### config.mk
export PLATFORM = sky130hd
export DESIGN_NAME = traffic_phase_sequencer
export DESIGN_NICKNAME = d
export VERILOG_FILES = /design/src/rtl/traffic_phase_sequencer.sv
export SDC_FILE = /design/constraint.sdc
export NUM_CORES = 1
export LEC_CHECK = 0
export ABC_AREA = 1
export CORE_ASPECT_RATIO = 1.75
export CORE_UTILIZATION = 30
export CTS_CLUSTER_SIZE = 12
export DETAILED_ROUTE_END_ITERATION = 6
export PLACE_DENSITY_LB_ADDON = 0.25
export RECOVER_POWER = 25
export SLEW_MARGIN = 0
export SYNTH_ARGS = -nofsm -noshare
export SYNTH_HDL_FRONTEND = slang
export SYNTH_SLANG_ARGS = --single-unit
### constraint.sdc
create_clock -name clk -period 3.2 [get_ports clk]
set_input_delay 0.48 -clock clk [delete_from_list [all_inputs] [get_ports clk]]
set_output_delay 0.48 -clock clk [all_outputs]
set_load 0.1 [all_outputs]
### src/rtl/traffic_phase_sequencer.sv
// Demand-actuated round-robin traffic phase sequencer with min/max green,
// yellow plus all-red clearance, and a red-flash override.
module traffic_phase_sequencer #(
  parameter int NUM_PHASES  = 4,
  parameter int TW          = 8,
  parameter int MIN_GREEN   = 4,
  parameter int MAX_GREEN   = 10,
  parameter int YELLOW_TIME = 2,
  parameter int ALLRED_TIME = 1,
  parameter int FLASH_TIME  = 3,
  localparam int PW = (NUM_PHASES > 2) ? $clog2(NUM_PHASES) : 1
) (
  input  logic                  clk,
  input  logic                  reset,
  input  logic [NUM_PHASES-1:0] req,
  input  logic                  fixed_mode,
  input  logic                  flash,
  output logic [NUM_PHASES-1:0] grn,
  output logic [NUM_PHASES-1:0] yel,
  output logic [NUM_PHASES-1:0] red,
  output logic [PW-1:0]         cur_phase,
  output logic                  in_flash
);

  typedef enum logic [1:0] {
    S_ALL_RED,
    S_GREEN,
    S_YELLOW,
    S_FLASH
  } state_t;

  state_t                state, state_nxt;
  logic [TW-1:0]         timer, timer_nxt;
  logic [TW-1:0]         green_cnt, green_cnt_nxt;
  logic [PW-1:0]         cur_phase_nxt, next_phase, cand;
  logic [NUM_PHASES-1:0] demand, demand_nxt, eff_dem, phase_bit;
  logic                  flash_on, flash_on_nxt;
  logic                  found, conflict, end_green;

  always_ff @(posedge clk) begin
    if (reset) begin
      state     <= S_ALL_RED;
      timer     <= TW'(ALLRED_TIME - 1);
      green_cnt <= '0;
      cur_phase <= PW'(NUM_PHASES - 1);
      demand    <= '0;
      flash_on  <= 1'b1;
    end else begin
      state     <= state_nxt;
      timer     <= timer_nxt;
      green_cnt <= green_cnt_nxt;
      cur_phase <= cur_phase_nxt;
      demand    <= demand_nxt;
      flash_on  <= flash_on_nxt;
    end
  end

  always_comb begin
    phase_bit            = '0;
    phase_bit[cur_phase] = 1'b1;
  end

  // Round-robin search starting just after the last served phase; the
  // current phase itself is the last candidate considered.
  always_comb begin
    eff_dem    = fixed_mode ? '1 : demand;
    found      = 1'b0;
    next_phase = cur_phase;
    cand       = cur_phase;
    for (int k = 1; k <= NUM_PHASES; k++) begin
      cand = PW'((int'(cur_phase) + k) % NUM_PHASES);
      if (!found && eff_dem[cand]) begin
        found      = 1'b1;
        next_phase = cand;
      end
    end
  end

  always_comb begin
    demand_nxt = demand | req;
    if (state == S_GREEN) demand_nxt[cur_phase] = 1'b0;
    conflict  = |(eff_dem & ~phase_bit);
    end_green = 1'b0;
    if (flash)
      end_green = 1'b1;
    else if (fixed_mode)
      end_green = (green_cnt == TW'(MAX_GREEN));
    else
      end_green = (green_cnt >= TW'(MIN_GREEN)) && conflict &&
                  (!req[cur_phase] || (green_cnt >= TW'(MAX_GREEN)));
  end

  always_comb begin
    state_nxt     = state;
    timer_nxt     = timer;
    green_cnt_nxt = green_cnt;
    cur_phase_nxt = cur_phase;
    flash_on_nxt  = flash_on;
    case (state)
      S_ALL_RED: begin
        if (timer != '0) begin
          timer_nxt = timer - 1'b1;
        end else if (flash) begin
          state_nxt    = S_FLASH;
          timer_nxt    = TW'(FLASH_TIME - 1);
          flash_on_nxt = 1'b1;
        end else if (found) begin
          state_nxt     = S_GREEN;
          cur_phase_nxt = next_phase;
          green_cnt_nxt = TW'(1);
        end
      end
      S_GREEN: begin
        if (green_cnt != '1) green_cnt_nxt = green_cnt + 1'b1;
        if (end_green) begin
          state_nxt = S_YELLOW;
          timer_nxt = TW'(YELLOW_TIME - 1);
        end
      end
      S_YELLOW: begin
        if (timer != '0) begin
          timer_nxt = timer - 1'b1;
        end else begin
          state_nxt = S_ALL_RED;
          timer_nxt = TW'(ALLRED_TIME - 1);
        end
      end
      S_FLASH: begin
        // Leaving flash always re-enters a full all-red clearance.
        if (!flash) begin
          state_nxt = S_ALL_RED;
          timer_nxt = TW'(ALLRED_TIME - 1);
        end else if (timer != '0) begin
          timer_nxt = timer - 1'b1;
        end else begin
          flash_on_nxt = ~flash_on;
          timer_nxt    = TW'(FLASH_TIME - 1);
        end
      end
      default: state_nxt = S_ALL_RED;
    endcase
  end

  always_comb begin
    grn      = '0;
    yel      = '0;
    red      = '1;
    in_flash = 1'b0;
    case (state)
      S_GREEN: begin
        grn = phase_bit;
        red = ~phase_bit;
      end
      S_YELLOW: begin
        yel = phase_bit;
        red = ~phase_bit;
      end
      S_FLASH: begin
        in_flash = 1'b1;
        red      = flash_on ? '1 : '0;
      end
      default: ;
    endcase
  end

endmodule

# Word level (Yosys, flattened, before mapping)
# Index checks and enable logic that the tools add are counted.
# word_totals
register_bits	25
output_inout_bits	15
inputBits	8
elab_cells	120
# classes
magnitude_cmp	8
addsub	6
eq_ne	17
mux	53
n_bitwise	7
n_reduce_logical	23
# op_table
operator	n
$mux W8	10
$pmux W8 S4	1
$mux W2	10
$mux W4	5
$reduce_and A5 Y1	4
$ne A2 B2 Y1 const B	9
$mux W1	17
$pmux W8 S2	1
$lt A2 B3 Y1 const B	5
$bmux W1 S2	5
$add A8 B1 Y8 const B	1
$and A4 B4 Y4	2
$eq A8 B4 Y1 const B	1
$ge A8 B3 Y1 const B	1
$ge A8 B4 Y1 const B	1
$ne A8 B8 Y1 const B	1
$pmux W2 S4	1
$pmux W4 S2	1
$reduce_bool A8 Y1	1
$sub A8 B1 Y8 const B	1
$logic_and A1 B1 Y1	6
$ne A3 B3 Y1 const B	2
$add A2 B1 Y2 const B	2
$add A2 B2 Y2 const B	2
17 further kinds	24

# Longest topological paths before layout
# depth
ltp_word	17
depth_mapped	14

# Least setup slack after synthesis
# No wires, ideal clock.
# synth_timing
path_type	register -> output
from	register cur_phase[1]
to	output red[1]
t_required_ps	2720
setup_slack_ps	-1013
n_path_buf	0
arrival_time_ps	3733
stages_incl_launch_ff	4
path_cell_list	dfxtp_1 inv_1 ha_1 o21ai_0
# synth_via
elab_chain_cells	6
word_cells_on_any_way	7
classes_between	order compare: 2; mux: 3; bitwise: 1; reduce/logical: 1
# synth_lines
item	line	rtl
start: declaration	21	output logic [PW-1:0] cur_phase,
start signal: assignment	45	cur_phase <= PW'(NUM_PHASES - 1);
start signal: assignment	52	cur_phase <= cur_phase_nxt;
$lt A2 B3 Y1 (implied by the code) or $ge A2 B1 Y1 (tied branches)	60	phase_bit[cur_phase] = 1'b1;
$logic_and A1 B1 Y1 (implied by the code)	60	
$mux W1 (implied by the code)	60	
$demux W1 S2 (*)	60	
$not A4 Y4 (*)	152, 156	
$pmux W4 S2 (*)	149	case (state)
end: declaration	20	output logic [NUM_PHASES-1:0] red,
# Every way passes the cells marked *; elsewhere a longest branch is shown, timed or not.

# Final worst setup path
# layout_timing
from	register cur_phase[0]
to	output grn[3]
# layout_via
elab_chain_cells	5
word_cells_on_any_way	6
classes_between	order compare: 2; mux: 3; reduce/logical: 1
# layout_lines
item	line	rtl
$lt A2 B3 Y1 (implied by the code) or $ge A2 B1 Y1 (tied branches)	60	
$logic_and A1 B1 Y1 (implied by the code)	60	
$mux W1 (implied by the code)	60	
$demux W1 S2 (*)	60	
$mux W4 (*)	149	
end: declaration	18	output logic [NUM_PHASES-1:0] grn,
# Marked as above.

==> flow_metrics.tcl <==
set metrics [dict create \
    rrSetupSlack_ns 0.98 \
    dr.pass1.iters 4 \
    clockRootBuffer "clkbuf_16" \
    post_cts_buffers 0 \
    run_status "finished, final reports clean" \
    start_util 0.313 \
    slew-limit-headroom 0.223 \
    dp.cells 420 \
    whs_endpoint "green_cnt[7]" \
    seqPwrFrac 0.185 \
    hold_path.class "reg2reg" \
    cp.arrival_ns 2.22 \
    gp_congestion 0.875 \
    power.density_nw_per_um2 1030 \
    power_frac_comb 0.696 \
    yosysUniqueCellTypes 38 \
    yosysTopAreaCellShare 0.231 \
    overflow 0 \
    grt_first_pass_wirelength_mm 9.31 \
    p_leak_uw 0.00113 \
    hold_violations 0 \
    clock_skew_ns 0.00584 \
    finalWorstSetupSlack_ns 0.500 \
    hold_depth 2 \
    whs_ns 0.493 \
    async_reset_ff_frac 0 \
    finalSetupViolCount 0 \
    ctsHoldBuffers 0 \
    dieArea_um2 7570 \
    die_width_um 66.2 \
    r2r-start "cur_phase[0]" \
    end_kind "output pin" \
    track_usage 0.159 \
    syn_to_final_growth_pct 13.2 \
    swShare 0.597 \
    worst_pin_slew_ns 1.17 \
    rsz0062_at_grt "false" \
    via_per_inst 4.86 \
    top_layer "met4" \
    met3WireLength_um 95 \
    ys_ff_latch 25 \
    die_y_um 114 \
    dr_wl_met2_mm 2.96 \
    cts_tree "done" \
    synth_area_leaders "dfxtp_1 23%, nand2_1 15%, ha_1 6.9%" \
    rows 40 \
    regToRegEndpoint "timer[7]" \
    ioPinCount 23 \
    drcViolationCount 0 \
    crit_required_ns 2.72 \
    layout_commonest_cell "nand2_1" \
    synth_area_um2 2160 \
    diodes 0 \
    final_area_um2 2450 \
    fill_cells 823 \
    syn_avg_cell_area_um2 6.76 \
    final_max_slew_viol_count 0 \
    crit_path_start_kind "flop" \
    cp_max_fo 11 \
    path_class "reg2out" \
    ant_nets 0 \
    final_cell_mix "85 x nand2_1, 35 x inv_1, 33 x nor2_1, 25 x dfxtp_1, 18 x nand3_1" \
    met1_length_mm 2.12 \
    core_um2 6910 \
    multi_input_area_um2 1440 \
    final.min_clock_period_ns 2.70 \
    cts_buffers 3 \
    clock_path_buffers 2 \
    yosysSeqAreaShare 0.231 \
    p_sw_uw 1500 \
    numPortBuffers 22 \
    route.vias.total 2059 \
    pwr-share-clk 0.120 \
    cts_resized 0 \
    layout-drive-gt1-share 0.191 \
    final_nets 361 \
    seq_area_um2 500 \
    clk_pin_slew_ns 0.07 \
    drtIter0Drc 57 \
    drv_cap 0 \
    r2r_cells 13 \
    wl_per_cell_um 12.8 \
    holdCritStartpoint "green_cnt[7]" \
    yosys_warnings 0 \
    peakVddDrop_uv 524 \
    antenna_found_initial 0 \
    placed_cell_area_um2 2390 \
    synth_nets 340 \
    setup_tns_ns 0 \
    synthCells 320 \
    first_global_vias 2065 \
    grt_max_degree 16 \
    ys.flop_type "dfxtp_1" \
    stdcell_count 424 \
    wl_mm 5.41 \
    place_ws_ns 0.740 \
    fmax_ghz 0.370 \
    power.internal_uw 1020 \
    h-tree-depth 1 \
    synth_edf_count 0 \
    insertion_delay_ns 0.27 \
    post-route-period-util 0.844 \
    clkSinkCount 25 \
    synth_top_area_cell "dfxtp_1" \
    dp_hpwl_mm 4.38 \
]
==> cell usage after synthesis, drive strengths merged (3+ instances only) <==
library cell / instances
xor2: 7
nand2: 102
nand3: 23
dfxtp: 25
nor2: 43
nand4: 16
inv: 40
o21ai: 16
ha: 12
nand3b: 3
clkbuf: 4
a21oi: 16
==> cell families (layout without fill, tap and decap cells) <==
family	Yosys count	count (layout)	share of synthesized area
XOR/XNOR	8	8	0.0324
adder cells (fa/ha/maj)	12	12	0.0694
buffers and inverters	47	67	0.108
AND/OR/NAND/NOR	190	190	0.445
flip-flops	25	25	0.231
AO/OA/AOI/OAI	38	38	0.114
==> critical path, stage by stage, from the launching register on <==
cell	delay [ns]
dfxtp_1	0.61
ha_1	0.33
nand2_1	0.07
inv_1	0.08
clkbuf_1	0.86
==> power by group through the flow <==
stage	Sequential [µW]	Combinational [µW]	Clock (µW)
detailed placement	473	1780	0
finish	465	1750	301
CTS	465	1780	309
global placement	472	1770	0
floorplan	504	1420	0
global route	476	1920	315
==> flip-flops by register name, indices dropped and copies added, names as in the netlist <==
register,count
state,2
flash_on,1
cur_phase,2
demand,4
timer,8
green_cnt,8
==> final cells by class <==
| cell class | instances | area share |
|---|---|---|
| repair buffers | 23 | 0.0700 |
| well taps | 84 | 0.0429 |
| clock buffers | 3 | 0.0306 |
| clock inverters | 1 | 0.00306 |
| multi-input cells | 248 | 0.587 |
| inverters | 40 | 0.0623 |
| flip-flops and latches | 25 | 0.204 |
==> per-layer routing <==
metal	vias up	track usage
met5	-	0
li1	1072	-
met4	0	0.0979
met3	15	0.0110
met2	34	0.304
met1	938	0.160
==> worst max path at each step <==
stage	from	slack (ns)	end	cells after the start
floorplan	cur_phase[1]	-0.26	red[1]	3
global placement	fixed_mode	0.75	timer[5]	12
detailed placement	fixed_mode	0.74	timer[7]	12
CTS	state[0]	0.83	red[1]	5
global route	cur_phase[0]	0.42	grn[3]	4
finish	cur_phase[0]	0.50	grn[3]	4
==> metrics by stage <==
stage	utilization	total power [µW]
after floorplan	-	1930
after global placement	0.345	2240
after detailed placement	0.345	2250
after CTS	0.357	2560
after global routing	0.355	2710
final	0.355	2520
Power figures use the tool's default switching activity.
